[src/rtl/seg7_pkg.sv]
// Shared widths, segment patterns, conversion FSM encoding and helpers for the
// seg7_scan_display block.
package seg7_pkg;

  localparam int unsigned NUM_W   = 15;
  localparam int unsigned DIGIT_W = 4;
  localparam int unsigned DIGITS  = 5;
  localparam int unsigned BCD_W   = DIGITS * DIGIT_W;
  localparam int unsigned IDX_W   = 3;
  localparam int unsigned CNT_W   = 4;

  // Active-low segment patterns, bit order g..a
  localparam logic [6:0] SEG_0     = 7'b1000000;
  localparam logic [6:0] SEG_1     = 7'b1111001;
  localparam logic [6:0] SEG_2     = 7'b0100100;
  localparam logic [6:0] SEG_3     = 7'b0110000;
  localparam logic [6:0] SEG_4     = 7'b0011001;
  localparam logic [6:0] SEG_5     = 7'b0010010;
  localparam logic [6:0] SEG_6     = 7'b0000010;
  localparam logic [6:0] SEG_7     = 7'b1111000;
  localparam logic [6:0] SEG_8     = 7'b0000000;
  localparam logic [6:0] SEG_9     = 7'b0010000;
  localparam logic [6:0] SEG_BLANK = 7'b1111111;

  typedef enum logic [1:0] {
    ST_IDLE = 2'd0,
    ST_CONV = 2'd1,
    ST_LOAD = 2'd2
  } conv_state_e;

  function automatic logic [6:0] seg7_decode(input logic [DIGIT_W-1:0] d);
    case (d)
      4'd0:    return SEG_0;
      4'd1:    return SEG_1;
      4'd2:    return SEG_2;
      4'd3:    return SEG_3;
      4'd4:    return SEG_4;
      4'd5:    return SEG_5;
      4'd6:    return SEG_6;
      4'd7:    return SEG_7;
      4'd8:    return SEG_8;
      4'd9:    return SEG_9;
      default: return SEG_BLANK;
    endcase
  endfunction

  // Double-dabble correction: every nibble >= 5 gets +3 before the shift
  function automatic logic [BCD_W-1:0] bcd_add3(input logic [BCD_W-1:0] b);
    logic [BCD_W-1:0] r;
    r = b;
    for (int k = 0; k < int'(DIGITS); k++) begin
      if (b[k*DIGIT_W +: DIGIT_W] >= DIGIT_W'(5))
        r[k*DIGIT_W +: DIGIT_W] = b[k*DIGIT_W +: DIGIT_W] + DIGIT_W'(3);
    end
    return r;
  endfunction

endpackage

[src/rtl/seg7_scan_display_bin2bcd_seq.sv]
// Sequential double-dabble binary-to-BCD converter: one input bit per clock,
// busy from start until the result is presented with a one-cycle done pulse.
module bin2bcd_seq
  import seg7_pkg::*;
(
  input  logic             clk,
  input  logic             reset,
  input  logic             start,
  input  logic [NUM_W-1:0] bin,
  output logic             busy,
  output logic             done,
  output logic [BCD_W-1:0] bcd
);

  conv_state_e      state_q, state_d;
  logic [NUM_W-1:0] bin_q, bin_d;
  logic [BCD_W-1:0] bcd_q, bcd_d;
  logic [CNT_W-1:0] cnt_q, cnt_d;
  logic             busy_q, busy_d;
  logic             done_q, done_d;
  logic [BCD_W-1:0] adj_c;
  logic [BCD_W+NUM_W-1:0] shift_c;

  always_ff @(posedge clk or negedge reset) begin
    if (!reset) begin
      state_q <= ST_IDLE;
      bin_q   <= '0;
      bcd_q   <= '0;
      cnt_q   <= '0;
      busy_q  <= 1'b0;
      done_q  <= 1'b0;
    end else begin
      state_q <= state_d;
      bin_q   <= bin_d;
      bcd_q   <= bcd_d;
      cnt_q   <= cnt_d;
      busy_q  <= busy_d;
      done_q  <= done_d;
    end
  end

  always_comb begin
    state_d = state_q;
    bin_d   = bin_q;
    bcd_d   = bcd_q;
    cnt_d   = cnt_q;
    busy_d  = busy_q;
    done_d  = 1'b0;
    adj_c   = bcd_add3(bcd_q);
    shift_c = {adj_c, bin_q} << 1;
    case (state_q)
      ST_IDLE: begin
        if (start) begin
          state_d = ST_CONV;
          bin_d   = bin;
          bcd_d   = '0;
          cnt_d   = CNT_W'(NUM_W - 1);
          busy_d  = 1'b1;
        end
      end
      ST_CONV: begin
        bcd_d = shift_c[BCD_W+NUM_W-1 -: BCD_W];
        bin_d = shift_c[NUM_W-1:0];
        cnt_d = cnt_q - CNT_W'(1);
        if (cnt_q == '0) begin
          state_d = ST_LOAD;
          done_d  = 1'b1;
        end
      end
      ST_LOAD: begin
        state_d = ST_IDLE;
        busy_d  = 1'b0;
      end
      default: begin
        state_d = ST_IDLE;
        busy_d  = 1'b0;
      end
    endcase
  end

  assign busy = busy_q;
  assign done = done_q;
  assign bcd  = bcd_q;

endmodule

[src/rtl/seg7_scan_display.sv]
// Multiplexed 5-digit common-anode 7-segment driver fed by a 15-bit binary value.
// Define SEG7_LZ_BLANK_EN to enable leading-zero blanking.
module seg7_scan_display
  import seg7_pkg::*;
#(
  parameter int unsigned CLK_HZ  = 50000000,
  parameter int unsigned SCAN_HZ = 1000
) (
  input  logic             clk,
  input  logic             reset,
  input  logic [NUM_W-1:0] number,
  output logic [6:0]       seg,
  output logic             dp,
  output logic [DIGITS-1:0] an,
  output logic             busy
);

  localparam int unsigned DIV   = CLK_HZ / SCAN_HZ;
  localparam int unsigned PRE_W = (DIV > 1) ? $clog2(DIV) : 1;

  logic              valid_q, valid_d;
  logic [NUM_W-1:0]  last_q, last_d;
  logic [BCD_W-1:0]  digit_q, digit_d;
  logic [PRE_W-1:0]  pre_q, pre_d;
  logic [IDX_W-1:0]  idx_q, idx_d;
  logic [6:0]        seg_q, seg_d;
  logic [DIGITS-1:0] an_q, an_d;
  logic [DIGITS-1:0] lz_blank;
  logic              start_c;
  logic              wrap_c;
  logic [DIGIT_W-1:0] digit_c;
  logic              conv_busy;
  logic              conv_done;
  logic [BCD_W-1:0]  conv_bcd;

  bin2bcd_seq u_bin2bcd (
    .clk   (clk),
    .reset (reset),
    .start (start_c),
    .bin   (number),
    .busy  (conv_busy),
    .done  (conv_done),
    .bcd   (conv_bcd)
  );

  always_ff @(posedge clk or negedge reset) begin
    if (!reset) begin
      valid_q <= 1'b0;
      last_q  <= '0;
      digit_q <= '0;
      pre_q   <= '0;
      idx_q   <= '0;
      seg_q   <= SEG_BLANK;
      an_q    <= '1;
    end else begin
      valid_q <= valid_d;
      last_q  <= last_d;
      digit_q <= digit_d;
      pre_q   <= pre_d;
      idx_q   <= idx_d;
      seg_q   <= seg_d;
      an_q    <= an_d;
    end
  end

  // Restart whenever the converter is idle and the shown value is stale
  always_comb begin
    start_c = !conv_busy && (!valid_q || (number != last_q));
    last_d  = start_c ? number : last_q;
    valid_d = valid_q | conv_done;
    digit_d = conv_done ? conv_bcd : digit_q;

    wrap_c = (pre_q == PRE_W'(DIV - 1));
    pre_d  = wrap_c ? '0 : pre_q + PRE_W'(1);
    idx_d  = idx_q;
    if (wrap_c)
      idx_d = (idx_q == IDX_W'(DIGITS - 1)) ? '0 : idx_q + IDX_W'(1);

    digit_c = digit_q[idx_q*DIGIT_W +: DIGIT_W];
    an_d    = '1;
    seg_d   = SEG_BLANK;
    if (valid_q && !lz_blank[idx_q]) begin
      an_d  = ~(DIGITS'(1) << idx_q);
      seg_d = seg7_decode(digit_c);
    end
  end

`ifdef SEG7_LZ_BLANK_EN
  logic [DIGITS-1:0] lz_blank_q, lz_blank_d, lz_mask_c;

  // Digit k>0 is blank when it and every higher digit are zero
  always_comb begin
    lz_mask_c = '0;
    lz_mask_c[DIGITS-1] = (conv_bcd[BCD_W-1 -: DIGIT_W] == '0);
    for (int k = int'(DIGITS) - 2; k >= 1; k--)
      lz_mask_c[k] = lz_mask_c[k+1] && (conv_bcd[k*DIGIT_W +: DIGIT_W] == '0);
    lz_blank_d = conv_done ? lz_mask_c : lz_blank_q;
  end

  always_ff @(posedge clk or negedge reset) begin
    if (!reset) lz_blank_q <= '0;
    else        lz_blank_q <= lz_blank_d;
  end

  assign lz_blank = lz_blank_q;
`else
  assign lz_blank = '0;
`endif

  assign seg  = seg_q;
  assign an   = an_q;
  assign dp   = 1'b1;
  assign busy = conv_busy;

endmodule

[config.mk]
export PLATFORM = sky130hd
export DESIGN_NAME = seg7_scan_display
export DESIGN_NICKNAME = d
export VERILOG_FILES = /design/src/rtl/seg7_pkg.sv /design/src/rtl/seg7_scan_display_bin2bcd_seq.sv /design/src/rtl/seg7_scan_display.sv
export SDC_FILE = /design/constraint.sdc
export NUM_CORES = 1
export LEC_CHECK = 0
export ABC_AREA = 1
export ABC_CLOCK_PERIOD_IN_PS = 5720
export BUFFER_PORTS_ARGS = -buffer_cell sky130_fd_sc_hd__buf_2
export CAP_MARGIN = 5
export CORE_MARGIN = 10
export CORE_UTILIZATION = 32
export DETAILED_ROUTE_END_ITERATION = 6
export PLACE_DENSITY = 0.5
export SLEW_MARGIN = 20
export SYNTH_ARGS = -nofsm -noshare
export SYNTH_HDL_FRONTEND = slang
export SYNTH_SLANG_ARGS = --single-unit
[constraint.sdc]
create_clock -name clk -period 5.72 [get_ports clk]
set_clock_uncertainty 0.2 [all_clocks]
set_input_delay 0 -clock clk [delete_from_list [all_inputs] [get_ports clk]]
set_output_delay 0 -clock clk [all_outputs]
set_load 0.03 [all_outputs]
Word level (Yosys, flattened, before mapping)
Memories as Yosys holds them, arrays and structs flattened.
Index checks and enable logic that the tools add are counted.
{"block": "op_classes", "addsub": 8, "order_cmp": 6, "n_eq_ne": 6, "shift": 2, "mux": 23, "bitwise": 3, "reduce_logical": 12}
{"op": "$pmux 20 s2", "count": 1}
{"op": "$pmux 15 s2", "count": 1}
{"op": "$ge 4x3->1 const B", "count": 5}
{"op": "$mux 20", "count": 1}
{"op": "$mux 4", "count": 5}
{"op": "$shiftx 20x6->4", "count": 1}
{"op": "$add 16x1->16 const B", "count": 1}
{"op": "$add 4x2->4 const B", "count": 4}
{"op": "$eq 16x16->1 const B", "count": 1}
{"op": "$mux 16", "count": 1}
{"op": "$mux 15", "count": 1}
{"op": "$ne 15x15->1", "count": 1}
{"op": "$pmux 4 s2", "count": 1}
{"op": "$mux 7", "count": 1}
{"op": "$mux 3", "count": 2}
{"op": "$reduce_and 2->1", "count": 3}
{"op": "$mux 5", "count": 1}
{"op": "$not 5->5", "count": 1}
{"op": "$shl 1x3->5 const A", "count": 1}
{"op": "$logic_not 4->1", "count": 1}
{"op": "$lt 3x4->1 const B", "count": 1}
{"op": "$mux 1", "count": 4}
{"op": "$mux 2", "count": 2}
{"op": "$pmux 2 s2", "count": 1}
{"op": "other kinds (15)", "count": 18}
{"block": "totals", "regBits": 110, "rom_bits": 120, "elab_cells": 75, "memories": 2}
{"memory": "(name not given)", "depth": 16, "width": 7, "read_ports": 1, "rd_ports_with_merged_regs": 0, "wr": 0, "line_no": "seg7_pkg.sv:32", "source": "case (d)"}
{"memory": "(name not given)", "depth": 8, "width": 1, "read_ports": 1, "rd_ports_with_merged_regs": 0, "wr": 0, "line_no": "seg7_scan_display.sv:82", "source": "if (valid_q && !lz_blank[idx_q]) begin"}

Logic depth before layout (Yosys ltp)
{"block": "depth", "word_depth": 5, "mapped_depth": 12}

By module
Synthesis repeated with hierarchy kept, for this count alone.
{"block": "hier_totals", "hier_cells": 685, "area_unflattened_um2": 5685.5}
{"module": "seg7_scan_display", "instances": 1, "cells_each": 399, "area_each_um2": 3423.3, "seq_area_each_um2": 1691.6}
{"module": "bin2bcd_seq", "instances": 1, "cells_each": 286, "area_each_um2": 2262.2, "seq_area_each_um2": 1076.0}

Least setup slack after synthesis
Ideal clock, no wire load.
{"block": "synth_timing", "path_type": "register to register", "start": "reg idx_q[1]", "end": "reg seg_q[3], in the netlist seg[3]", "setup_ns": 0.086, "t_arrival_ns": 1.713, "t_required_ns": 5.434, "path_slack_ns": 3.721, "stages_incl_launch_ff": 9, "period_less_slack_ns": 1.999, "cell_sequence": "dfrtp_1 inv_1 nand3_1 o21ai_1 inv_2 ha_1 or2_2 nand3_1 nand2_1"}
{"block": "synth_between", "elab_chain_cells": 5, "elab_cells_between_ends": 7}
{"element": "from (decl)", "line_no": "seg7_scan_display.sv:25", "source": "logic [IDX_W-1:0] idx_q, idx_d;"}
{"element": "from (signal assigned)", "line_no": "seg7_scan_display.sv:60", "source": "idx_q <= idx_d;"}
{"element": "parallel branches: the longest is 4 deep, another holds $mem_v2 16x7"}
{"element": "$mux 7 (*)", "line_no": "seg7_scan_display.sv:82"}
{"element": "via seg_d[3]", "line_no": "seg7_scan_display.sv:26", "source": "logic [6:0] seg_q, seg_d;"}
{"element": "to (signal assigned)", "line_no": "seg7_scan_display.sv:61", "source": "seg_q <= seg_d;"}
{"element": "to (decl)", "line_no": "seg7_scan_display.sv:26"}
Mark *: on every way through the listed nets, which the timed path passes. The select of a mux whose other input is x is not followed.
A chain may end at the register's enable or synchronous reset.

Worst setup path in the final report
{"block": "layout_timing", "start": "reg valid_q", "end": "reg u_bin2bcd.bin_q[6]"}
{"block": "layout_between", "elab_chain_cells": 5}
{"element": "from (decl)", "line_no": "seg7_scan_display.sv:21", "source": "logic valid_q, valid_d;"}
{"element": "from (signal assigned)", "line_no": "seg7_scan_display.sv:56", "source": "valid_q <= valid_d;"}
{"element": "$logic_not 1->1", "line_no": "seg7_scan_display.sv:68", "source": "start_c = !conv_busy && (!valid_q || (number != last_q));"}
{"element": "$logic_or 1x1->1", "line_no": "seg7_scan_display.sv:68"}
{"element": "$logic_and 1x1->1", "line_no": "seg7_scan_display.sv:68"}
{"element": "$ne 2x2->1 (no source line)"}
{"element": "$reduce_and 2->1 (no source line)"}
{"element": "to (signal assigned)", "line_no": "seg7_scan_display_bin2bcd_seq.sv:34", "source": "bin_q <= bin_d;"}
{"element": "to (decl)", "line_no": "seg7_scan_display_bin2bcd_seq.sv:16", "source": "logic [NUM_W-1:0] bin_q, bin_d;"}
Every way passes these cells.

==> out/results.tsv <==
metric	value	unit
sink count of the clock tree	110	
Fill cells	1801	
number of nets in the layout	803	
total wire length	11800	um
initial antenna violation count	0	
number of instances in the synthesized netlist	732	
maximum number of pins on one net before global-route repair	57	
Highest Clock Rate	0.383	GHz
number of slew-limit violations in the final report	0	
post-synthesis register bit count	110	
CP Max Fanout	40	
standard-cell rows	48	
biggest area consumer among synthesized cells	sky130_fd_sc_hd__dfrtp_1	
clock-pin transition on the worst setup and hold timing paths	0.07	ns
launching point of the worst reg2reg path	valid_q$_DFF_PN0_	
Tcrit/Tclk final	45.7	%
placeable core area	17400	um2
remaining max-slew budget at the tightest pin	35.2	%
count of antenna-violating nets left after detailed routing	0	
kind of critical path	flip-flop to flip-flop	
weighted congestion reported at the end of routability-driven placement	0.834	
Die Span Y	153	um
area enclosed by the die boundary	23500	um2
warnings from Yosys	0	
most frequently used flop master after synthesis	sky130_fd_sc_hd__dfrtp_1	
unrepaired setup endpoints after global routing	no	
time the worst path needs with I/O delays and setup	2.61	ns
combinational fraction of design power	38.1	%
asr flop ratio synth	100	%
worst IR drop on VDD	223	uV
Hold Violations, Final	0	
WP data arrival	2.70	ns
ratio of total power to cell area	479	nW/um2
first-pass GRT wire length	20500	um
vias per std cell	4.59	
area overhead of the layout relative to synthesis	14.0	%
final core utilization	37.4	%
die width	153	um
clock latency of the later-clocked register in the worst-skew pair	0.35	ns
endpoint required time on the critical path	5.80	ns
Root Buffer Master	sky130_fd_sc_hd__clkbuf_16	
critical register-to-register path endpoint	u_bin2bcd.bin_q[6]$_DFFE_PN0P_	
Synthesized Nets	771	
count of buffers inserted at the top-level ports	29	
Starting DRT DRC Count	344	
Ports	31	
post-synthesis instance area	5690	um2
kind of path behind the tightest hold check	input pin to asynchronous set/reset pin	
global router's overall resource usage	10.3	%
Synth top area share	43.1	%
Pint	1860	uW
clock buffer count from CTS	9	
run status	completed	
initial core utilization	32.8	%
sequential area share after synthesis	48.7	%
switching share of total power	40.1	%
GR Overflow Total	0	
post-route DRC violation count	0	
R2R cell count	9	
router iterations before antenna repair	6	
HPWL after DPL	8020	um
total power	3100	uW
switching power	1250	uW
total of max-cap violations	0	
final-report setup violation count	0	
share of total power in sequential cells	40.6	%
fraction of final layout cells with drive strength greater than 1	10.1	%
number of synthesized flops with an enable pin	0	
sort of element at the start of the critical path	flip-flop	
worst-margin pin slew	0.965	ns
Critical Path End Type	flip-flop	
count of cell types in the netlist	33	
clock tree from TritonCTS	yes	
clock network fraction of design power	21.3	%
wire length per cell after detailed routing	11.8	um
vias after detailed routing	4562	
Static Leak	0.00329	uW
aggregate negative setup slack	0	ns
register-to-register setup slack	3.11	ns
mean post-synth cell area	7.77	um2
cells taking the most area after synthesis	sky130_fd_sc_hd__dfrtp_1, sky130_fd_sc_hd__nand2_1, sky130_fd_sc_hd__nand3_1, sky130_fd_sc_hd__inv_1, sky130_fd_sc_hd__dfstp_2	
Longest Clk Path Bufs	2	
number of antenna diodes	0	
number of H-tree levels	3	
vias in the first global route	4414	
[cell usage after synthesis (6+ instances only)]
cell type	instances
sky130_fd_sc_hd__nand2_1	209
sky130_fd_sc_hd__dfrtp_1	98
sky130_fd_sc_hd__inv_1	90
sky130_fd_sc_hd__nand3_1	70
sky130_fd_sc_hd__nor2_1	61
sky130_fd_sc_hd__o21ai_0	60
sky130_fd_sc_hd__a21oi_1	34
sky130_fd_sc_hd__ha_1	22
sky130_fd_sc_hd__dfstp_2	12
sky130_fd_sc_hd__xor2_1	10
sky130_fd_sc_hd__clkbuf_1	8
sky130_fd_sc_hd__buf_2	7
sky130_fd_sc_hd__inv_2	7
sky130_fd_sc_hd__buf_1	6
sky130_fd_sc_hd__nor3_1	6
[cell usage in the layout (no fill, tap or decap), types with 3 or more instances in the layout]
cell / count
sky130_fd_sc_hd__clkbuf_16: 12
sky130_fd_sc_hd__buf_4: 3
sky130_fd_sc_hd__nand2_1: 209
sky130_fd_sc_hd__nor3_1: 6
sky130_fd_sc_hd__dfrtp_1: 97
sky130_fd_sc_hd__o21ai_0: 60
sky130_fd_sc_hd__nand3_1: 70
sky130_fd_sc_hd__inv_2: 7
sky130_fd_sc_hd__nor2_1: 60
sky130_fd_sc_hd__a21oi_1: 34
sky130_fd_sc_hd__xor2_1: 10
sky130_fd_sc_hd__inv_1: 90
sky130_fd_sc_hd__ha_1: 22
sky130_fd_sc_hd__buf_2: 28
sky130_fd_sc_hd__nand4_1: 5
sky130_fd_sc_hd__or2_2: 3
sky130_fd_sc_hd__dfstp_2: 12
sky130_fd_sc_hd__dlygate4sd3_1: 16
[final cells by class]
| cell class | count | area, um2 | area share (%) |
|---|---|---|---|
| sequential | 110 | 2770 | 42.7 |
| multi-input combinational | 499 | 2420 | 37.4 |
| inverter | 97 | 364 | 5.62 |
| timing repair buffer | 47 | 323 | 4.98 |
| clock buffer | 13 | 304 | 4.69 |
| tap | 225 | 282 | 4.34 |
| clock inverter | 3 | 18.8 | 0.289 |
[worst max-delay path, cell delays in order (launching register included)]
cell	delay [ns]
sky130_fd_sc_hd__dfrtp_1	0.49
sky130_fd_sc_hd__nand2_1	0.14
sky130_fd_sc_hd__nor2_1	0.06
sky130_fd_sc_hd__nand2_1	0.07
sky130_fd_sc_hd__nor2_1	0.04
sky130_fd_sc_hd__nand2_1	0.08
sky130_fd_sc_hd__nand3_2	0.68
sky130_fd_sc_hd__nand2_2	0.60
sky130_fd_sc_hd__nand2_1	0.09
sky130_fd_sc_hd__nand2_1	0.08
[metrics by stage]
stage | hold slack, ns | cell area, um2 | cells | worst slack [ns]
2_1_floorplan | -0.496 | 5690 | 732 | 3.72
3_3_place_gp | -0.101 | 6000 | 962 | 3.15
3_5_place_dp | -0.0915 | 6000 | 962 | 3.10
4_1_cts | 0.0800 | 6480 | 994 | 3.08
5_1_grt | 0.133 | 6480 | 994 | 2.86
6_report | 0.0386 | 6480 | 994 | 3.11
[power groups by stage]
| stage | Sequential, uW | Combinational (uW) | Clock, uW |
|---|---|---|---|
| floorplan | 1280 | 914 | 0 |
| global placement | 1270 | 1160 | 0 |
| detailed placement | 1280 | 1190 | 0 |
| CTS | 1260 | 1200 | 687 |
| global route | 1300 | 1400 | 718 |
| finish | 1260 | 1180 | 662 |
[repair_timing]
item / in CTS / in global routing
hold buffers: 16 / 0
endpoints found under the hold margin: 84 / 0
setup endpoints to repair: 0 / 0
resized for setup: 0 / 0
setup buffers: 0 / 0
[flip-flops by register name, summed over array words and instances (netlist names)]
name / cells
seg: 7
valid_q: 1
u_bin2bcd.state_q: 2
u_bin2bcd.bin_q: 15
digit_q: 20
u_bin2bcd.bcd: 20
u_bin2bcd.busy: 1
pre_q: 16
an: 5
u_bin2bcd.cnt_q: 4
u_bin2bcd.done: 1
idx_q: 3
last_q: 15
[routing by layer]
layer | vias to the layer above | part of all wire [%] | global-route usage (%)
met5 | - | 0 | 0
met4 | 0 | 1.1 | 3.36
met3 | 9 | 3.5 | 2.78
met2 | 57 | 46 | 16.6
met1 | 2122 | 50 | 12.9
li1 | 2374 | - | -
[how the worst max path moves through the flow]
stage,from,to,slack (ns)
finish,valid_q$_DFF_PN0_,u_bin2bcd.bin_q[6]$_DFFE_PN0P_,3.11
floorplan,idx_q[1]$_DFFE_PN0N_,seg[3]$_DFF_PN1_,3.72
detailed placement,valid_q$_DFF_PN0_,u_bin2bcd.bin_q[13]$_DFFE_PN0P_,3.10
global route,valid_q$_DFF_PN0_,u_bin2bcd.bin_q[14]$_DFFE_PN0P_,2.86
CTS,valid_q$_DFF_PN0_,u_bin2bcd.bin_q[13]$_DFFE_PN0P_,3.08
global placement,valid_q$_DFF_PN0_,u_bin2bcd.bin_q[1]$_DFFE_PN0P_,3.15
[cells by family (layout without fill, tap and decap cells)]
family	count (synthesis)	count (layout)	synth area share [%]
and+or+nand+nor	362	362	26.6
DFF	110	110	48.7
buffers and inverters	123	160	8.74
AOI/OAI and AO/OA	103	103	9.38
adders and majority gates	22	22	4.84
xor gates and xnor gates	11	11	1.69
other	1	1	0.0660
No activity file was read; power rests on OpenSTA's default activity.
